$ cat src/rtl/mm_initiator.sv
// ----------------------------------------------------------------------------
// mm_initiator
//
// Purpose:
//   Single-outstanding memory-mapped bus initiator. It accepts one read or
//   write command at a time and issues a one-cycle rd_req or wr_req pulse on
//   the bus side. A read then waits for data_valid from the responder, up to
//   TIMEOUT_CYCLES cycles, and returns the read data or an error response.
//   Timed-out reads are tallied in a saturating 8-bit error counter.
//
// Configuration macro:
//   MM_INITIATOR_WRITE_ACK_EN
//     - defined   : each write also produces a response (rsp_data=0,
//                   rsp_err=0) that must be consumed before the next command.
//     - undefined : writes return straight to IDLE and produce no response.
//
// Parameters:
//   TIMEOUT_CYCLES  Maximum READ_WAIT cycles before a read fails (1..255).
//
// Ports:
//   clk         in   1   system clock, all state on posedge
//   reset       in   1   asynchronous, active-high reset
//   cmd_valid   in   1   command offered
//   cmd_ready   out  1   high only in IDLE; accept on valid && ready
//   cmd_write   in   1   1 = write, 0 = read
//   cmd_addr    in   32  command address
//   cmd_wdata   in   32  command write data
//   rsp_valid   out  1   response available (held until rsp_ready)
//   rsp_ready   in   1   response consumed on valid && ready
//   rsp_data    out  32  read data; 0 on error or write ack
//   rsp_err     out  1   1 = read timed out
//   rd_req      out  1   bus read request pulse
//   rd_addr     out  32  bus read address (holds last latched address)
//   rd_data     in   32  bus read data
//   data_valid  in   1   rd_data qualifier, honoured only in READ_WAIT
//   wr_req      out  1   bus write request pulse
//   wr_addr     out  32  bus write address (holds last latched address)
//   wr_data     out  32  bus write data (holds last latched data)
//   err_count   out  8   saturating count of timed-out reads
// ----------------------------------------------------------------------------
module mm_initiator #(
    parameter int unsigned TIMEOUT_CYCLES = 8
) (
    input  logic        clk,
    input  logic        reset,
    input  logic        cmd_valid,
    output logic        cmd_ready,
    input  logic        cmd_write,
    input  logic [31:0] cmd_addr,
    input  logic [31:0] cmd_wdata,
    output logic        rsp_valid,
    input  logic        rsp_ready,
    output logic [31:0] rsp_data,
    output logic        rsp_err,
    output logic        rd_req,
    output logic [31:0] rd_addr,
    input  logic [31:0] rd_data,
    input  logic        data_valid,
    output logic        wr_req,
    output logic [31:0] wr_addr,
    output logic [31:0] wr_data,
    output logic [7:0]  err_count
);

    typedef enum logic [2:0] {
        ST_IDLE,
        ST_WRITE,
        ST_READ_REQ,
        ST_READ_WAIT,
        ST_RESP
    } state_t;

    localparam logic [7:0] TERMINAL_COUNT = 8'(TIMEOUT_CYCLES);

    state_t      state_q,    state_d;
    logic [31:0] addr_q,     addr_d;
    logic [31:0] wdata_q,    wdata_d;
    logic [7:0]  wait_cnt_q, wait_cnt_d;
    logic [31:0] rsp_data_q, rsp_data_d;
    logic        rsp_err_q,  rsp_err_d;
    logic [7:0]  err_cnt_q,  err_cnt_d;

    // NOTE: every signal assigned in this block gets a default first, so no
    // path leaves one unassigned and no latch is inferred.
    always_comb begin
        state_d    = state_q;
        addr_d     = addr_q;
        wdata_d    = wdata_q;
        wait_cnt_d = wait_cnt_q;
        rsp_data_d = rsp_data_q;
        rsp_err_d  = rsp_err_q;
        err_cnt_d  = err_cnt_q;

        unique case (state_q)
            ST_IDLE: begin
                if (cmd_valid) begin
                    addr_d  = cmd_addr;
                    wdata_d = cmd_wdata;
                    // The command type is carried by the next state itself.
                    state_d = cmd_write ? ST_WRITE : ST_READ_REQ;
                end
            end

            ST_WRITE: begin
`ifdef MM_INITIATOR_WRITE_ACK_EN
                rsp_data_d = '0;
                rsp_err_d  = 1'b0;
                state_d    = ST_RESP;
`else
                state_d    = ST_IDLE;
`endif
            end

            ST_READ_REQ: begin
                wait_cnt_d = '0;
                state_d    = ST_READ_WAIT;
            end

            ST_READ_WAIT: begin
                // data_valid is checked first so that data arriving on the
                // terminal-count edge still completes as a success.
                if (data_valid) begin
                    rsp_data_d = rd_data;
                    rsp_err_d  = 1'b0;
                    state_d    = ST_RESP;
                end else if (wait_cnt_q + 8'd1 == TERMINAL_COUNT) begin
                    rsp_data_d = '0;
                    rsp_err_d  = 1'b1;
                    if (err_cnt_q != 8'hFF) begin
                        err_cnt_d = err_cnt_q + 8'd1;
                    end
                    state_d    = ST_RESP;
                end else begin
                    wait_cnt_d = wait_cnt_q + 8'd1;
                end
            end

            ST_RESP: begin
                if (rsp_ready) begin
                    state_d = ST_IDLE;
                end
            end

            default: state_d = ST_IDLE;
        endcase
    end

    // NOTE: sequential state uses non-blocking assignments so every register
    // samples the pre-edge values regardless of statement order.
    always_ff @(posedge clk or posedge reset) begin
        if (reset) begin
            state_q    <= ST_IDLE;
            addr_q     <= '0;
            wdata_q    <= '0;
            wait_cnt_q <= '0;
            rsp_data_q <= '0;
            rsp_err_q  <= 1'b0;
            err_cnt_q  <= '0;
        end else begin
            state_q    <= state_d;
            addr_q     <= addr_d;
            wdata_q    <= wdata_d;
            wait_cnt_q <= wait_cnt_d;
            rsp_data_q <= rsp_data_d;
            rsp_err_q  <= rsp_err_d;
            err_cnt_q  <= err_cnt_d;
        end
    end

    // Moore outputs: the request pulses are one cycle long because WRITE and
    // READ_REQ each last exactly one cycle, and they can never coincide.
    assign cmd_ready = (state_q == ST_IDLE);
    assign rsp_valid = (state_q == ST_RESP);
    assign rd_req    = (state_q == ST_READ_REQ);
    assign wr_req    = (state_q == ST_WRITE);
    assign rd_addr   = addr_q;
    assign wr_addr   = addr_q;
    assign wr_data   = wdata_q;
    assign rsp_data  = rsp_data_q;
    assign rsp_err   = rsp_err_q;
    assign err_count = err_cnt_q;

endmodule

$ cat config.mk
export PLATFORM = sky130hd
export DESIGN_NAME = mm_initiator
export DESIGN_NICKNAME = d
export VERILOG_FILES = /design/src/rtl/mm_initiator.sv
export SDC_FILE = /design/constraint.sdc
export NUM_CORES = 1
export LEC_CHECK = 0
export CAP_MARGIN = 20
export CORE_ASPECT_RATIO = 1.5
export CORE_MARGIN = 2
export CORE_UTILIZATION = 42
export CTS_BUF_LIST = sky130_fd_sc_hd__clkbuf_2 sky130_fd_sc_hd__clkbuf_4 sky130_fd_sc_hd__clkbuf_8
export DETAILED_ROUTE_END_ITERATION = 10
export GPL_TIMING_DRIVEN = 0
export PLACE_DENSITY = 0.83
export RECOVER_POWER = 25
export SLEW_MARGIN = 20
export SYNTH_ARGS = -nofsm -noshare
export SYNTH_HDL_FRONTEND = slang
export SYNTH_SLANG_ARGS = --single-unit
$ cat constraint.sdc
create_clock -name clk -period 5.4 [get_ports clk]
set_input_delay 1.08 -clock clk [delete_from_list [all_inputs] [get_ports clk]]
set_output_delay 1.08 -clock clk [all_outputs]
set_load 0.02 [all_outputs]
Word-level counts from Yosys, hierarchy flattened
Index checks and enable logic that the tools add are counted.
{ "totals": {"ff_bits": 116, "latch_bits": 0, "mem_bits_rw": 0, "rom_bits": 0, "out_inout_bits": 141, "wordCells": 42, "mem_count": 0} }
{ "op_classes": {"n_addsub": 2, "mul": 0, "div_mod_pow": 0, "n_lt_le_gt_ge": 0, "eq_ne": 11, "shift": 0, "mux": 13, "bitwise_logic": 1, "reduce_logical": 8} }
{ "ops": {"columns": ["cell", "count"], "rows": [
  ["32-bit 2-to-1 mux", 2],
  ["8-bit by 1-bit adder with 8-bit output, second input constant", 2],
  ["8-bit 2-to-1 mux", 2],
  ["8-bit one-hot mux with 2 select lines", 1],
  ["3-bit 2-to-1 mux", 4],
  ["3-bit one-hot mux with 4 select lines", 1],
  ["8-bit by 4-bit == test with 1-bit output, second input constant", 1],
  ["8-bit inequality test, second input constant", 1],
  ["3-bit by 2-bit == test with 1-bit output, second input constant", 2],
  ["2-bit inequality test, second input constant", 3],
  ["3-bit AND reduction", 2],
  ["2-bit AND reduction", 2],
  ["4-bit AND reduction", 1],
  ["2-bit nonzero test", 2],
  ["3-bit by 1-bit == test with 1-bit output, second input constant", 1],
  ["3-bit == test, second input constant", 1],
  ["3-bit zero test", 1],
  ["3-bit inequality test, second input constant", 1],
  ["1-bit 2-to-1 mux", 2],
  ["2-bit 2-to-1 mux", 1],
  ["2-bit by 1-bit inequality test with 1-bit output, second input constant", 1],
  ["1-bit inverter", 1]
]} }

Longest topological paths before layout
{ "logic_depth": {"ltp_word": 5, "mapped_depth": 7} }

Worst setup path after synthesis
OpenSTA, ideal clock, no wires.
{ "synth_path": {"kind": "input -> register", "startpoint": "input data_valid", "endpoint": "register wait_cnt_q[7]", "setup_time_ps": 128, "arrival_ps": 2184, "slack_ps": 3088, "path_stages": 5, "cell_sequence": "clkbuf_1 -> or4bb_1 -> nor2_1 -> mux2i_1 -> o21ai_0"} }
{ "synth_via": {"elab_chain_len": 2} }
{ "synth_rtl": {"columns": ["element", "line_no", "rtl"], "rows": [
  ["start: declaration", "58", "input logic data_valid,"],
  ["2-bit inequality test (no source line)", null, null],
  ["3-bit AND reduction (no source line)", null, null],
  ["end signal: assignment", "163", "wait_cnt_q <= wait_cnt_d;"],
  ["end: declaration", "78", "logic [7:0] wait_cnt_q, wait_cnt_d;"]
]} }
Every way passes these cells.
A chain may end at the register's enable or synchronous reset.

Final worst setup path
{ "layout_path": {"startpoint": "register state_q[2]", "endpoint": "output rd_req"} }
{ "layout_via": {"elab_chain_len": 1} }
{ "layout_rtl": {"columns": ["element", "line_no", "rtl"], "rows": [
  ["start: declaration", "75", "state_t state_q, state_d;"],
  ["start signal: assignment", "160", "state_q <= state_d;"],
  ["3-bit by 2-bit == test with 1-bit output", "174", "assign rd_req = (state_q == ST_READ_REQ);"],
  ["end: declaration", "55", "output logic rd_req,"]
]} }
Every way passes these cells.

==> metrics <==
Syn Area/Cell 13.6 um2; initial core utilization 42.9%; clock root buffer clkbuf_8; final worst slack between 2 and 2.5 ns; GR Overflow Total 0; final design utilization a little over two thirds; # hold bufs at CTS 0; Crit path max-delay family buffers and inverters; Die W 92.6 um; final setup fails 0; crit path time final approximately 3.3 ns; Detailed Routing Iterations Pass 1 4; R2R depth 7; Hold Vio Cnt, Final 0; DR WL/cell about 17 um; Max Clock Freq 0.304 GHz; global routing's busiest layer met2; Internal 3.17 mW; clk_skew between 0.009 and 0.01 ns; sequential share of power 30.9%; Slew headroom -86.3%; net count reported at finish 732; Synth Register Bits about 120; antenna violations before repair 0; Crit path buffers/inverters 2; Logic pwr share 52.5%; CTS tree yes; Area growth syn-to-layout 62.0%; # diodes 0; worst-path fanout max 10; status complete, but fails checks; crit start category register; ys flop type dfrtp_1; Req. time, crit path around 4.3 ns; clock latency on the worst-skew pair approximately 0.43 ns; Crit. End Element output port; met2 global-route usage 39.8%; clock share of power approximately 17%; DRT iter0 DRCs 104; critical path depth 4; EDFF count, synth 0; Power per Cell Area 629 nW/um2; Max stage delay on crit path 0.55 ns; failing checks max-capacitance violations, max-slew violations; die area 12700 um2; port buffer count 242; CTS Buf Count 17; RSZ-0062 raised after global routing no; Sw Share 37.0%; antenna viol nets, final 0; fin cells 790; Mapped Nets 470; vias about 4000; Hold/Removal Path Class register to register; CP arrival ~2.2 ns; DP HPWL around 11000 um; proportion of layout cells with a drive suffix above 1 a little under a quarter; CTS resizes 0; total wire length 13700 um; pre-CTS setup slack roughly 2.3 ns; clock buffer depth 2; largest net degree at the start of global routing between 60 and 70; # rows 48; Setup Fix Bufs, Post-CTS 0; maximum VDD drop 0.370 mV; worst-margin pin slew 2.78 ns; Crit-path slowest cell clkdlybuf4s50_1; Sw Pwr approximately 1.9 mW; Clock Sinks around 120; Leakage Power approximately 3.4 nW; CP Class register to output port; H-tree levels 4; Die Y 137 um; Final period util roughly three fifths; first-pass GRT wire length 20800 um; placed cell count 758; Total Power 5.04 mW; Post-Syn Area 4950 um2; fin. max-slew vios 63; met1 Use GR a little over a fifth; post-synthesis cell type count 47; vias in the first global route 4023; Mapped Cells 365; vias per cell 4.98; Max Cap Viol 1; # DRC 0; Yosys warnings 0; Hold WS 0.499 ns; GRT Total Usage between 20% and 30%; cells along the critical path nand2b_1, clkbuf_1, nor2_1, clkdlybuf4s50_1; met3 GRT Util 7.98%; clk slew on worst S/H paths 0.07 ns; Min-Delay Path Depth 1; register area share after synthesis between 50% and 60%; GPL Wtd Cong between 0.7 and 0.8; core area around 12000 um2; fraction of registers with async set/reset 100%; # IOs between 200 and 250
-- logic make-up (layout without fill, tap and decap cells) --
group                      count (synthesis)  after routing  synth area share (%)
and+or+nand+nor                           58             58                  6.83
DFF                                      116            116                  58.6
buffers and inverters                     56            331                  7.43
muxes                                     66             66                  15.0
adders and majority gates                  3              3                 0.758
AOI/OAI and AO/OA                         59             59                  9.96
xor gates and xnor gates                   7              7                  1.39
-- routing by layer --
metal,share of wire [%],vias to the layer above
met5,0,-
met1,35,1899
met3,9.5,22
met4,1.7,0
li1,-,1811
met2,54,201
-- area by class of cell --
class,instances,area [um2]
Buffer,51,349
Clock buffer,18,248
Clock inverter,14,180
Fill cell,833,3510
Inverter,5,20.0
Multi-Input combinational cell,193,1680
Sequential cell,116,2900
Tap cell,150,188
Timing Repair Buffer,243,2450
-- state kept, by name (all words and copies together), names as in the netlist --
register,flops
rd_addr,32
err_count,8
state_q,3
rsp_data,32
wr_data,32
rsp_err,1
wait_cnt_q,8
-- path summary, 6_finish.rpt --
| path | startpoint | to | slack (ns) |
|---|---|---|---|
| hold / removal | err_count[5] | err_count[5] | 0.50 |
| max in group asynchronous | reset | wr_data[2] | 2.24 |
| setup reg to reg | wait_cnt_q[0] | rsp_data[21] | 2.85 |
| min in group asynchronous | reset | wr_data[10] | 1.90 |
| setup / recovery | state_q[2] | rd_req | 2.11 |
| hold reg to reg | err_count[5] | err_count[5] | 0.50 |
-- cells in the mapped netlist, types with 3 or more instances --
library cell	count	area share (%)
dfrtp_1	116	59
mux2_2	64	15
a22o_1	32	5.7
buf_4	32	4.9
nand2_1	12	0.91
clkbuf_1	9	0.68
nand3_1	9	0.91
nor2_1	8	0.61
buf_2	6	0.61
xnor2_1	6	1.1
nor3_1	5	0.51
a21oi_1	4	0.40
buf_6	4	0.91
inv_1	4	0.30
o211ai_1	4	0.61
o21ai_0	4	0.40
a211oi_1	3	0.45
a31oi_1	3	0.38
and2_1	3	0.38
and3_1	3	0.38
ha_1	3	0.76
-- cells in the final DEF, fill, tap and decap left out, types with 6 or more instances in the layout --
| cell | netlist | routed |
|---|---|---|
| nand3_1 | 9 | 9 |
| clkdlybuf4s50_1 | 0 | 240 |
| mux2_2 | 64 | 64 |
| nand2_1 | 12 | 12 |
| nor2_1 | 8 | 8 |
| buf_2 | 6 | 6 |
| dfrtp_1 | 116 | 116 |
| buf_4 | 32 | 32 |
| clkbuf_1 | 9 | 9 |
| a22o_1 | 32 | 32 |
| xnor2_1 | 6 | 6 |
| clkbuf_8 | 0 | 18 |
-- worst reg2reg max path: stages (launching register included) --
cell and delay [ns]:
dfrtp_1 0.49, ha_1 0.30, and3_4 0.20, or4_4 0.43
a221oi_4 0.50, o21ai_4 0.15, buf_6 0.18, a22o_1 0.19
-- power groups by stage --
stage	clock, mW	sequential (mW)	combinational, mW
finish	0.839	1.56	2.64
global route	0.894	1.61	2.79
CTS	0.859	1.56	2.67
detailed placement	0	1.56	2.67
global placement	0	1.54	2.60
floorplan	0	1.95	0.985
-- through the flow --
step	instance area, um2	setup TNS [ns]
after floorplan	4950	0
after global placement	7560	-32.83
after detailed placement	7590	0
after CTS	8020	0
after global routing	8020	0
final	8020	0
No activity file was read; power rests on OpenSTA's default activity.
==> variant 1 (config.mk and constraints unchanged) <==
Add a define of `MM_INITIATOR_WRITE_ACK_EN`.
--- a/src/rtl/mm_initiator.sv
+++ b/src/rtl/mm_initiator.sv
@@ -38,6 +38,8 @@
 //   wr_data     out  32  bus write data (holds last latched data)
 //   err_count   out  8   saturating count of timed-out reads
 // ----------------------------------------------------------------------------
+`define MM_INITIATOR_WRITE_ACK_EN
+
 module mm_initiator #(
     parameter int unsigned TIMEOUT_CYCLES = 8
 ) (
Formal check against the unedited RTL: not equivalent (a bounded check fails within 4 cycles, from zero or initial values and one cycle with reset high).
==> variant 1 against the original RTL <==
  * The flow still finishes with violations (max-capacitance violations, max-slew violations)
  * Total power increased by 0.73%
  * Wire length grew 8.4%
  * Synthesized area down 0.40%
  * Combinational power up 2%
  * Sequential power down 3%
  * Setup slack worse by 48 ps
  * Count of clock-buffer cells in the layout down 1
  * Final area fell by 0.28%
  * Sequential cell count unchanged
  * Largest power group unchanged
  * Highest routed layer unchanged
==> variant 1: results (changes against the original RTL) <==
----------------------------------------------------
[Outcome]
  Status ... finished, violations left (unchanged)
  Violations in the final reports ... max-capacitance violations, max-slew violations (unchanged)

[Setup path]
  Capturing point of the worst reg2reg path ... rd_addr[30]$_DFFE_PP0P_ (was rsp_data[21]$_DFFE_PP0P_)
  Longest individual stage delay on the worst path ... 720 ps (was 550 ps)
  Capture point of the critical path ... cmd_ready (was rd_req)

[Pwr]
  Static leakage ... 3.38 nW (was 3.42 nW)
  Maximum vdd drop ... 0.217 mV (was 0.370 mV)

[Flow run]
  Total of max-cap violations ... 1 (unchanged)

[Synthesis]
  Net count of the mapped netlist ... 476 (was 470)
  Cells after synthesis ... 372 (was 365)
  Synth area leaders ... sky130_fd_sc_hd__dfrtp_1 59%, sky130_fd_sc_hd__mux2_2 15%, sky130_fd_sc_hd__a22o_1 6.2% (was sky130_fd_sc_hd__dfrtp_1 59%, sky130_fd_sc_hd__mux2_2 15%, sky130_fd_sc_hd__a22o_1 5.7%)
  List of most frequent post-synthesis cells ... 116 x sky130_fd_sc_hd__dfrtp_1, 66 x sky130_fd_sc_hd__mux2_2, 35 x sky130_fd_sc_hd__a22o_1, 33 x sky130_fd_sc_hd__buf_4, 14 x sky130_fd_sc_hd__nor2_1 (was 116 x sky130_fd_sc_hd__dfrtp_1, 64 x sky130_fd_sc_hd__mux2_2, 32 x sky130_fd_sc_hd__a22o_1, 32 x sky130_fd_sc_hd__buf_4, 12 x sky130_fd_sc_hd__nand2_1)
  Number of library cell types mapped by synthesis ... 38 (was 47)
  Portion of the post-synthesis area used by sequential elements ... 58.9% (was 58.6%)

[Drt]
  Total iterations of the first detailed-routing run ... 5 (was 4)
  Routed wire per std cell ... 18.6 um (was 17.3 um)

[Placement]
  Post-DP HPWL ... 11,400 um (was 10,500 um)
  Gp weighted congestion ... 0.784 (was 0.740)

[Min path]
  Launch point of the worst hold path ... rsp_data[29]$_DFFE_PP0P_ (was err_count[5]$_DFFE_PP0P_)
  Hold Crit Endpoint ... rsp_data[29]$_DFFE_PP0P_ (was err_count[5]$_DFFE_PP0P_)

[Timing]
  Worst slew slack as a fraction of its limit ... -24.0% (was -86.3%)
  Final max-slew violation count ... 40 (was 63)

[GRT]
  Pin count of the biggest net entering global routing ... 78 (was 64)
  Total GRT Usage ... 23.2% (was 21.3%)
  Vias in the first global route ... 4,192 (was 4,023)

[Layout]
  Layout Nets ... 738 (was 732)
  Share of layout cells above drive strength 1 ... 22.3% (was 23.4%)

----------------------------------------------------
variant 1: logic make-up (layout without fill, tap and decap cells):
group / count (synthesis) / count (layout) / synth area share, %
DFF: 116 / 116 / 58.9
and+or+nand+nor: 64 / 64 / 7.08
buffers and inverters: 59 / 334 / 7.16
muxes: 67 / 67 / 15.3
AOI/OAI and AO/OA: 56 / 56 / 9.64
adders and majority gates: 2 / 2 / 0.508
xor gates and xnor gates: 8 / 8 / 1.42
variant 1: layout make-up:
class                   instances  area, um2
well taps                     150        188
inverters                       7       27.5
clock buffers                  17        234
multi-input cells             197       1670
clock inverters                15        191
plain buffers                  52        327
fillers                       839       3480
repair buffers                243       2450
flip-flops and latches        116       2900
variant 1: layer usage:
metal / GRT usage (%) / part of all wire [%] / vias to the layer above
li1: - / - / 1837
met4: 11.7 / 3.8 / 0
met2: 42.0 / 55 / 192
met3: 6.94 / 7.1 / 34
met1: 24.1 / 35 / 1988
met5: 0 / 0 / -
variant 1: report_power, final:
part,internal (mW),switching (mW)
logic,1.43,1.27
clock network,0.470,0.393
registers,1.25,0.267
variant 1: metrics by stage:
| step | utilization (%) | power [mW] | setup WS (ps) | hold slack [ps] | instance area (um2) |
|---|---|---|---|---|---|
| 5_1_grt | 69.7 | 5.31 | 1980 | 515 | 7990 |
| 6_report | 69.7 | 5.08 | 2060 | 506 | 7990 |
| 2_1_floorplan | - | 2.93 | 1250 | 517 | 4930 |
| 3_3_place_gp | 65.7 | 4.15 | -266 | 483 | 7540 |
| 3_5_place_dp | 66.0 | 4.24 | 2150 | 481 | 7570 |
| 4_1_cts | 69.7 | 5.13 | 2020 | 507 | 8000 |
==> variant 2 (config.mk and constraints unchanged) <==
Without the edit above. Make the reset (`reset`) synchronous in one clocked block. Comments in the files are not updated.
--- a/src/rtl/mm_initiator.sv
+++ b/src/rtl/mm_initiator.sv
@@ -147,7 +147,7 @@
 
     // NOTE: sequential state uses non-blocking assignments so every register
     // samples the pre-edge values regardless of statement order.
-    always_ff @(posedge clk or posedge reset) begin
+    always_ff @(posedge clk) begin
         if (reset) begin
             state_q    <= ST_IDLE;
             addr_q     <= '0;
Function: differs if reset is asserted again (counterexample within 4 cycles, from zero or initial values and one cycle with reset high); with reset held inactive, the same outputs for 4 cycles.
==> variant 2 against the original RTL <==
  * Synthesized area grew 0.23%
  * Wire length grew 25%
  * Final cell count grew 31%
  * Sequential cell count is the same
  * Core utilization shrank 0.27 points
  * Critical path depth grew 1
  * Global-route usage grew 5.3 points
  * Setup slack lost 140 ps
  * Final area shrank 0.39%
Power is not compared: it rests on default switching activity, and its combinational part moved more than twofold at a synthesized area within 25%.
==> variant 2: results (changes against the original RTL) <==
----------------------------------------------------
[Drt]
  Metal1 wirelength ... 6100 um (was 4780 um)
  Detailed Route Iter0 Violations ... 229 (was 104)
  Routed wire per std cell ... 16.6 um (was 17.3 um)
  Met2 routed WL ... 9200 um (was 7360 um)

[Synthesis]
  Mux share of post-synthesis cell area ... 0.429% (was 15.0%)
  List of most frequent post-synthesis cells ... 172 x sky130_fd_sc_hd__nand2_1, 116 x sky130_fd_sc_hd__dfxtp_1, 102 x sky130_fd_sc_hd__a21oi_1, 33 x sky130_fd_sc_hd__a311oi_1, 32 x sky130_fd_sc_hd__buf_4 (was 116 x sky130_fd_sc_hd__dfrtp_1, 64 x sky130_fd_sc_hd__mux2_2, 32 x sky130_fd_sc_hd__a22o_1, 32 x sky130_fd_sc_hd__buf_4, 12 x sky130_fd_sc_hd__nand2_1)
  Fraction of synthesis flops using an asynchronous set or reset pin ... 0% (was 100%)
  Synth area leaders ... sky130_fd_sc_hd__dfxtp_1 47%, sky130_fd_sc_hd__nand2_1 13%, sky130_fd_sc_hd__a21oi_1 10% (was sky130_fd_sc_hd__dfrtp_1 59%, sky130_fd_sc_hd__mux2_2 15%, sky130_fd_sc_hd__a22o_1 5.7%)
  Net count of the mapped netlist ... 716 (was 470)
  Number of library cell types mapped by synthesis ... 52 (was 47)
  Dominant synthesized flop cell ... sky130_fd_sc_hd__dfxtp_1 (was sky130_fd_sc_hd__dfrtp_1)
  Cells after synthesis ... 611 (was 365)
  Xor and xnor fraction of the mapped netlist area ... 0.353% (was 1.39%)

[Timing]
  Post-Route Skew ... 14.9 ps (was 9.23 ps)
  Worst slew slack as a fraction of its limit ... 24.8% (was -86.3%)

[Placement]
  Gp weighted congestion ... 0.812 (was 0.740)
  Placed cell area ... 7570 um2 (was 7590 um2)
  Number of placed instances with taps included ... 1,003 (was 758)

[GRT]
  Vias in the first global route ... 5,370 (was 4,023)
  Global routing met1 resource utilization ... 26.6% (was 21.7%)
  Global-route met3 utilization ... 8.31% (was 7.98%)
  First-pass GRT wire length ... 26,500 um (was 20,800 um)
  Pin count of the biggest net entering global routing ... 17 (was 64)

[Layout]
  Cell Count, Final, Fillers Out ... 1,035 (was 790)
  Layout Nets ... 977 (was 732)

[Outcome]
  Status ... completed (was finished, violations left)

[Setup path]
  Critical-path maximum fanout ... 9 (was 10)

----------------------------------------------------
-- variant 2: changes by cell type after synthesis, sizes merged, moves of 5 or more --
cell and change:
o31ai +5, dfxtp +116, a21oi +98, nand2 +160, a311oi +33, dfrtp -116, xnor2 -6, mux2 -64
buf +8, clkbuf +22, a22o -32, nor3b +7
-- variant 2: worst max-delay path: stages --
cell and delay, ps:
sky130_fd_sc_hd__dlygate4sd3_1 590, sky130_fd_sc_hd__nor3b_1 920, sky130_fd_sc_hd__o211a_1 400, sky130_fd_sc_hd__nor3b_1 380, sky130_fd_sc_hd__mux2_2 380
-- variant 2: final cells by class --
class / count / area, um2
timing repair buffer: 242 / 2420
clock buffer: 20 / 275
multi-input combinational: 411 / 2180
inverter: 3 / 11.3
tap: 150 / 188
clock inverter: 12 / 144
fill: 940 / 3550
buffer: 81 / 443
sequential: 116 / 2320
-- variant 2: power by group --
part	switching (mW)	total, mW	internal (mW)
Sequential	0.0263	0.921	0.895
Combinational	0.214	0.422	0.209
Clock	0.379	0.834	0.454
Total	0.619	2.18	1.56
-- variant 2: logic make-up after synthesis --
logic type      count (synthesis)
flops                         116
simple gates                  231
buf+inv                        84
xor+xnor                        2
fa+ha+maj                       3
mux                             2
compound gates                173
-- variant 2: path summary, 6_finish.rpt --
| kind | start | to | slack, ps | cells past startpoint |
|---|---|---|---|---|
| hold reg to reg | wr_data[23]$_SDFFE_PP0P_ | wr_data[23]$_SDFFE_PP0P_ | 450 | 2 |
| setup / recovery | data_valid | err_count[0]$_SDFFE_PP0P_ | 1970 | 5 |
| setup reg to reg | state_q[1]$_SDFFE_PP0P_ | err_count[0]$_SDFFE_PP0P_ | 2750 | 4 |
| hold / removal | wr_data[23]$_SDFFE_PP0P_ | wr_data[23]$_SDFFE_PP0P_ | 450 | 2 |
